File: src/rtl/ula_pkg.sv
// Shared definitions for the arbitrated 3-bit ALU: opcodes, FSM states, defaults.
package ula_pkg;

    localparam int WIDTH_DEF = 3;

    localparam logic [2:0] OP_ADD = 3'b000;
    localparam logic [2:0] OP_SUB = 3'b001;
    localparam logic [2:0] OP_AND = 3'b010;
    localparam logic [2:0] OP_OR  = 3'b011;
    localparam logic [2:0] OP_XOR = 3'b100;
    localparam logic [2:0] OP_NOT = 3'b101;
    localparam logic [2:0] OP_NEG = 3'b110;
    localparam logic [2:0] OP_DIV = 3'b111;

    typedef enum logic [1:0] {
        IDLE = 2'b00,
        EXEC = 2'b01,
        RESP = 2'b10
    } state_t;

    function automatic logic [1:0] onehot2(input logic idx);
        return idx ? 2'b10 : 2'b01;
    endfunction

endpackage

File: src/rtl/ula_arbiter_if.sv
// Request/grant/done bundle between the two sequencing masters and the ALU arbiter.
interface ula_arbiter_if #(
    parameter int WIDTH = 3
);
    logic [1:0]       req;
    logic [2:0]       op0;
    logic [2:0]       op1;
    logic [WIDTH-1:0] a0;
    logic [WIDTH-1:0] b0;
    logic [WIDTH-1:0] a1;
    logic [WIDTH-1:0] b1;
    logic [1:0]       gnt;
    logic [1:0]       done;
    logic [WIDTH-1:0] result;
    logic             cout;
    logic             dz;

    modport master (
        output req, op0, op1, a0, b0, a1, b1,
        input  gnt, done, result, cout, dz
    );

    modport slave (
        input  req, op0, op1, a0, b0, a1, b1,
        output gnt, done, result, cout, dz
    );
endinterface

File: src/rtl/ula.sv
// Combinational ALU; carry/borrow taken from one extra bit of zero-extended arithmetic.
module ula
    import ula_pkg::*;
#(
    parameter int WIDTH = WIDTH_DEF
) (
    input  logic [2:0]       op_i,
    input  logic [WIDTH-1:0] a_i,
    input  logic [WIDTH-1:0] b_i,
    output logic [WIDTH-1:0] y_o,
    output logic             c_o
);

    logic [WIDTH:0]   a_x;
    logic [WIDTH:0]   b_x;
    logic [WIDTH:0]   r_x;
    logic [WIDTH-1:0] neg_w;

    assign a_x   = {1'b0, a_i};
    assign b_x   = {1'b0, b_i};
    assign neg_w = ~a_i + {{(WIDTH-1){1'b0}}, 1'b1};

    always_comb begin
        r_x = '0;
        case (op_i)
            OP_ADD:  r_x = a_x + b_x;
            // MSB of the zero-extended difference is set exactly when a < b
            OP_SUB:  r_x = a_x - b_x;
            OP_AND:  r_x = {1'b0, a_i & b_i};
            OP_OR:   r_x = {1'b0, a_i | b_i};
            OP_XOR:  r_x = {1'b0, a_i ^ b_i};
            OP_NOT:  r_x = {1'b0, ~a_i};
            OP_NEG:  r_x = {1'b0, neg_w};
            OP_DIV:  r_x = (b_i != '0) ? {1'b0, a_i / b_i} : '0;
            default: r_x = '0;
        endcase
    end

    assign y_o = r_x[WIDTH-1:0];
    assign c_o = r_x[WIDTH];

endmodule

File: src/rtl/ula_arbiter.sv
// Round-robin arbiter sharing one ula between two requesters via req/gnt/done.
//   state | meaning
//   IDLE  | waiting for any req; selected requester's op/a/b latched on exit
//   EXEC  | gnt[sel] high; ula evaluated, result/cout/dz registered on exit
//   RESP  | done[sel] high; served requester loses priority on exit
module ula_arbiter
    import ula_pkg::*;
#(
    parameter int               WIDTH      = WIDTH_DEF,
    parameter int               PRIO_RESET = 0,
    parameter logic [WIDTH-1:0] DIV0_VAL   = {WIDTH{1'b1}}
) (
    input  logic         clk,
    input  logic         rst_n,
    ula_arbiter_if.slave bus
);

    state_t           state_q, state_d;
    logic             ptr_q, ptr_d;
    logic             sel_q, sel_d;
    logic [2:0]       op_q, op_d;
    logic [WIDTH-1:0] a_q, a_d;
    logic [WIDTH-1:0] b_q, b_d;
    logic [WIDTH-1:0] res_q, res_d;
    logic             cout_q, cout_d;
    logic             dz_q, dz_d;
    logic [WIDTH-1:0] alu_y;
    logic             alu_c;

    ula #(.WIDTH(WIDTH)) u_ula (
        .op_i (op_q),
        .a_i  (a_q),
        .b_i  (b_q),
        .y_o  (alu_y),
        .c_o  (alu_c)
    );

    always_ff @(posedge clk or negedge rst_n) begin
        if (!rst_n) begin
            state_q <= IDLE;
            ptr_q   <= 1'(PRIO_RESET);
            sel_q   <= 1'b0;
            op_q    <= '0;
            a_q     <= '0;
            b_q     <= '0;
            res_q   <= '0;
            cout_q  <= 1'b0;
            dz_q    <= 1'b0;
        end else begin
            state_q <= state_d;
            ptr_q   <= ptr_d;
            sel_q   <= sel_d;
            op_q    <= op_d;
            a_q     <= a_d;
            b_q     <= b_d;
            res_q   <= res_d;
            cout_q  <= cout_d;
            dz_q    <= dz_d;
        end
    end

    always_comb begin
        state_d = state_q;
        ptr_d   = ptr_q;
        sel_d   = sel_q;
        op_d    = op_q;
        a_d     = a_q;
        b_d     = b_q;
        res_d   = res_q;
        cout_d  = cout_q;
        dz_d    = dz_q;
        case (state_q)
            IDLE: begin
                if (|bus.req) begin
                    sel_d   = bus.req[ptr_q] ? ptr_q : ~ptr_q;
                    op_d    = sel_d ? bus.op1 : bus.op0;
                    a_d     = sel_d ? bus.a1  : bus.a0;
                    b_d     = sel_d ? bus.b1  : bus.b0;
                    state_d = EXEC;
                end
            end
            EXEC: begin
                res_d   = alu_y;
                cout_d  = alu_c;
                dz_d    = 1'b0;
                // Unknown opcodes fail this compare and keep ula's zero result
                if ((op_q == OP_DIV) && (b_q == '0)) begin
                    res_d  = DIV0_VAL;
                    cout_d = 1'b0;
                    dz_d   = 1'b1;
                end
                state_d = RESP;
            end
            RESP: begin
                ptr_d   = ~sel_q;
                state_d = IDLE;
            end
            default: state_d = IDLE;
        endcase
    end

    assign bus.gnt    = (state_q == EXEC) ? onehot2(sel_q) : 2'b00;
    assign bus.done   = (state_q == RESP) ? onehot2(sel_q) : 2'b00;
    assign bus.result = res_q;
    assign bus.cout   = cout_q;
    assign bus.dz     = dz_q;

endmodule
File: src/flat_wrapper.sv
// flat-port wrapper written by rule: the top's interface ports become plain ports
module ula_arbiter_flat import ula_pkg::*;
#(
    parameter int               WIDTH      = WIDTH_DEF,
    parameter int               PRIO_RESET = 0,
    parameter logic [WIDTH-1:0] DIV0_VAL   = {WIDTH{1'b1}}
)
  (clk, rst_n, bus_req, bus_op0, bus_op1, bus_a0, bus_b0, bus_a1, bus_b1, bus_gnt, bus_done, bus_result, bus_cout, bus_dz);
  ula_arbiter_if #(.WIDTH(WIDTH)) bus_i ();
  input  logic clk;
  input  logic rst_n;
  input wire logic [$bits(bus_i.req)-1:0] bus_req;
  input wire logic [$bits(bus_i.op0)-1:0] bus_op0;
  input wire logic [$bits(bus_i.op1)-1:0] bus_op1;
  input wire logic [$bits(bus_i.a0)-1:0] bus_a0;
  input wire logic [$bits(bus_i.b0)-1:0] bus_b0;
  input wire logic [$bits(bus_i.a1)-1:0] bus_a1;
  input wire logic [$bits(bus_i.b1)-1:0] bus_b1;
  output wire logic [$bits(bus_i.gnt)-1:0] bus_gnt;
  output wire logic [$bits(bus_i.done)-1:0] bus_done;
  output wire logic [$bits(bus_i.result)-1:0] bus_result;
  output wire logic [$bits(bus_i.cout)-1:0] bus_cout;
  output wire logic [$bits(bus_i.dz)-1:0] bus_dz;
  assign bus_i.req = bus_req;
  assign bus_i.op0 = bus_op0;
  assign bus_i.op1 = bus_op1;
  assign bus_i.a0 = bus_a0;
  assign bus_i.b0 = bus_b0;
  assign bus_i.a1 = bus_a1;
  assign bus_i.b1 = bus_b1;
  assign bus_gnt = bus_i.gnt;
  assign bus_done = bus_i.done;
  assign bus_result = bus_i.result;
  assign bus_cout = bus_i.cout;
  assign bus_dz = bus_i.dz;
  ula_arbiter #(.WIDTH(WIDTH), .PRIO_RESET(PRIO_RESET), .DIV0_VAL(DIV0_VAL)) u_core (.clk(clk), .rst_n(rst_n), .bus(bus_i));
endmodule
File: config.mk
export PLATFORM = sky130hd
export DESIGN_NAME = ula_arbiter_flat
export DESIGN_NICKNAME = d
export VERILOG_FILES = /design/src/rtl/ula_pkg.sv /design/src/rtl/ula_arbiter_if.sv /design/src/rtl/ula.sv /design/src/rtl/ula_arbiter.sv /design/src/flat_wrapper.sv
export SDC_FILE = /design/constraint.sdc
export NUM_CORES = 1
export LEC_CHECK = 0
export BUFFER_PORTS_ARGS = -buffer_cell sky130_fd_sc_hd__clkbuf_2
export CORE_UTILIZATION = 45
export CTS_CLUSTER_SIZE = 30
export DETAILED_ROUTE_END_ITERATION = 7
export GPL_TIMING_DRIVEN = 0
export HOLD_SLACK_MARGIN = 0.08
export PLACE_DENSITY = 0.67
export SLEW_MARGIN = 10
export SYNTH_ARGS = -nofsm -noshare
export SYNTH_HDL_FRONTEND = slang
export SYNTH_SLANG_ARGS = --single-unit
File: constraint.sdc
create_clock -name clk -period 3.6 [get_ports clk]
set_input_delay 0.9 -clock clk [delete_from_list [all_inputs] [get_ports clk]]
set_output_delay 0.9 -clock clk [all_outputs]
set_load 0.03 [all_outputs]
==> flow_summary.ini <==
[critical_path]
start_kind = flip-flop
crit_fanout = 6
path_buf_inv = 1
rr_worst_depth = 14
rrSetupSlack_ns = 0.24
crit_family = compound AO/OA/AOI/OAI gates
slowest_delay_ns = 0.47
regToRegStartpoint = u_core.b_q[0]
cp_slowest_cell = dfrtp_2
crit_arrival_ns = 3.55
r2r-end = u_core.bus.result[0]
worstPathRequired_ns = 3.79
crit_path_end_kind = flip-flop
cp_common_cell = a21oi_1
path_cells = inv_1, ha_1, a21oi_1, a21oi_1, ha_1, a21boi_0, o21a_1, mux2_2, ha_1, nand2_1, a21oi_1, a2111oi_0, a21oi_1, o22a_1
path_class = flip-flop to flip-flop

[timing]
setup_viol = 0
fin_setup_tns_ns = 0
skew_ns = 0.0009235
hold_ws_ns = 0.4737
worst_pin_slew_ns = 0.4920
rsz0062_at_grt = no
hold_violations = 0
relSlewSlack_pct = 66.35
maxSlewViolCount = 0
min_period_over_period_pct = 93.32
fmax_mhz = 297.7
finalCriticalPeriod_ns = 3.360

[grt]
grt_pass1_vias = 1206
grt_use_total_pct = 20.08
grt_max_degree = 19
grt_pass1_wl_mm = 5.257
antenna_found_initial = 0
gr-total-overflow = 0

[placement]
portBuffers = 30
placed_area_sq_mm = 0.001644
dpl.hpwl_mm = 2.478
gp_congestion = 0.8726

[job]
drv_cap = 0

[floorplanning]
dieWidth_microns = 58.55
coreArea_sq_mm = 0.003053
start_util_pct = 47.13
dieArea_sq_mm = 0.003428
ioPinCount = 31
row_count = 20
die_h_microns = 58.55

[pwr]
power.density_mw_per_mm2 = 1020
pwr-share-seq_pct = 24.4
peakVddDrop_mv = 0.3676
p_clk_share_pct = 7.2
p_sw_share_pct = 50.18
p_comb_share_pct = 68.4
p_leak_uw = 0.0008689
total_power_uw = 1716
switching_power_uw = 860.8
p_int_uw = 854.8

[synth]
yosysTopAreaCell = dfrtp_1
synth.cell_area_sq_mm = 0.001439
ys_ff_latch = 18
async_reset_ff_share_pct = 100.0
yosysSeqAreaShare_pct = 31.30
yosysTopAreaCellShare_pct = 31.30
ys.flop_type = dfrtp_1
yosys-top-cells-area = dfrtp_1 (31%), ha_1 (15%), mux2i_1 (9.7%)
synth-edff-count = 0
yosysWarnings = 0
syn-num-nets = 196
yosysMostFrequentCell = a21oi_1
syn_avg_cell_area_sq_um = 9.224
synth_cells = 156
synth_commonest_cells = a21oi_1 (19), dfrtp_1 (18), nor2_1 (18)
yosysUniqueCellTypes = 40

[cts]
path_clk_slew_ns = 0.10
numClockSinks = 18
cts-hold-fix-buffers = 0
root_buffer = clkbuf_4
clockBufferDepth = 2
numCtsBuffers = 3
cts_tree = yes
clkLatencyLatePin_ns = 0.29
h-tree-depth = 1

[hold_path]
hold_end = u_core.bus.dz
whs_path_depth = 2
hold_path_class = flip-flop to flip-flop
min_from = u_core.bus.dz

[layout]
syn2layout_area_growth_pct = 16.87
final_area_sq_mm = 0.001682
drive_gt1_share_pct = 27.37
antenna_cells = 0
utilization_pct = 55.08
nets = 231

[detailed_routing]
dr.pass1.iters = 4
drc = 0
post_drt_wl_per_cell_microns = 13.25
detail-route-antenna-nets = 0
vias = 1211
first_iter_violations = 48
drt-vias-per-instance = 5.175
wl_mm = 3.101

[outcome]
status = completed
-- registers in the layout (all words and copies together) (netlist names) --
register / cells
u_core.sel_q: 1
u_core.bus.result: 3
u_core.bus.dz: 1
u_core.a_q: 3
u_core.bus.cout: 1
u_core.b_q: 3
u_core.ptr_q: 1
u_core.op_q: 3
u_core.state_q: 2
-- kinds of logic after synthesis --
logic type	after synthesis	synth area share [%]
and+or+nand+nor	40	13.31
buffers and inverters	19	6.695
DFF	18	31.30
AOI/OAI and AO/OA	42	19.56
muxes	15	10.52
adders and majority gates	18	16.17
xor gates and xnor gates	4	2.435
-- cells in the final DEF, fill, tap and decap left out, types with 2 or more instances in the layout --
master	n
a21o_1	2
dfrtp_1	17
clkbuf_4	3
xor2_1	3
nor3_1	2
mux2i_1	14
buf_6	2
nand2b_1	3
a21oi_1	19
buf_2	2
o21ai_1	2
nand2_1	7
ha_1	17
nand3_1	4
inv_1	12
buf_4	2
clkbuf_2	30
o211ai_1	2
o21ai_0	5
nor2_1	18
-- power by group through the flow --
stage / logic, uW / clock network, uW / registers (uW)
global placement: 1120 / 0 / 419
detailed placement: 1170 / 0 / 423
finish: 1170 / 124 / 418
global route: 1310 / 138 / 437
floorplan: 862 / 0 / 436
CTS: 1180 / 129 / 419
-- worst min-delay path, delay by kind of cell, from the launching register on --
kind          cells  cell delay, ns
simple gates      2            0.09
flops             1            0.36
-- repair_timing --
item	CTS	global route
setup buffers	0	0
endpoints found under the setup margin	0	1
resized for setup	0	1
-- final cells by class --
class                      count  area (sq um)
sequential                    18         451.7
multi-input combinational    119         892.1
tap                           44         55.05
timing repair buffer          30         150.1
clock buffer                   4         36.28
buffer                         7         51.30
fill                         302          1371
inverter                      12         45.04
-- per-stage QoR --
step	setup slack, ns	instances
global placement	0.2512	230
detailed placement	0.1883	230
finish	0.2404	234
global route	0.1005	234
CTS	0.1667	234
floorplan	0.6606	156
-- worst max-delay path by stage --
stage                        from                   end  slack, ns  cells after the start
floorplan           u_core.b_q[0]  u_core.bus.result[0]       0.66                     14
global placement    u_core.b_q[0]  u_core.bus.result[0]       0.25                     14
detailed placement  u_core.b_q[0]  u_core.bus.result[0]       0.19                     14
CTS                 u_core.b_q[0]  u_core.bus.result[0]       0.17                     14
global route        u_core.b_q[0]  u_core.bus.result[0]       0.10                     14
finish              u_core.b_q[0]  u_core.bus.result[0]       0.24                     14
-- layer usage --
layer	GRT usage, %	part of all wire, %
met1	23.17	45
met2	37.77	51
met3	4.835	4.1
met4	3.741	0.23
met5	0	0
Power figures use the tool's default switching activity.
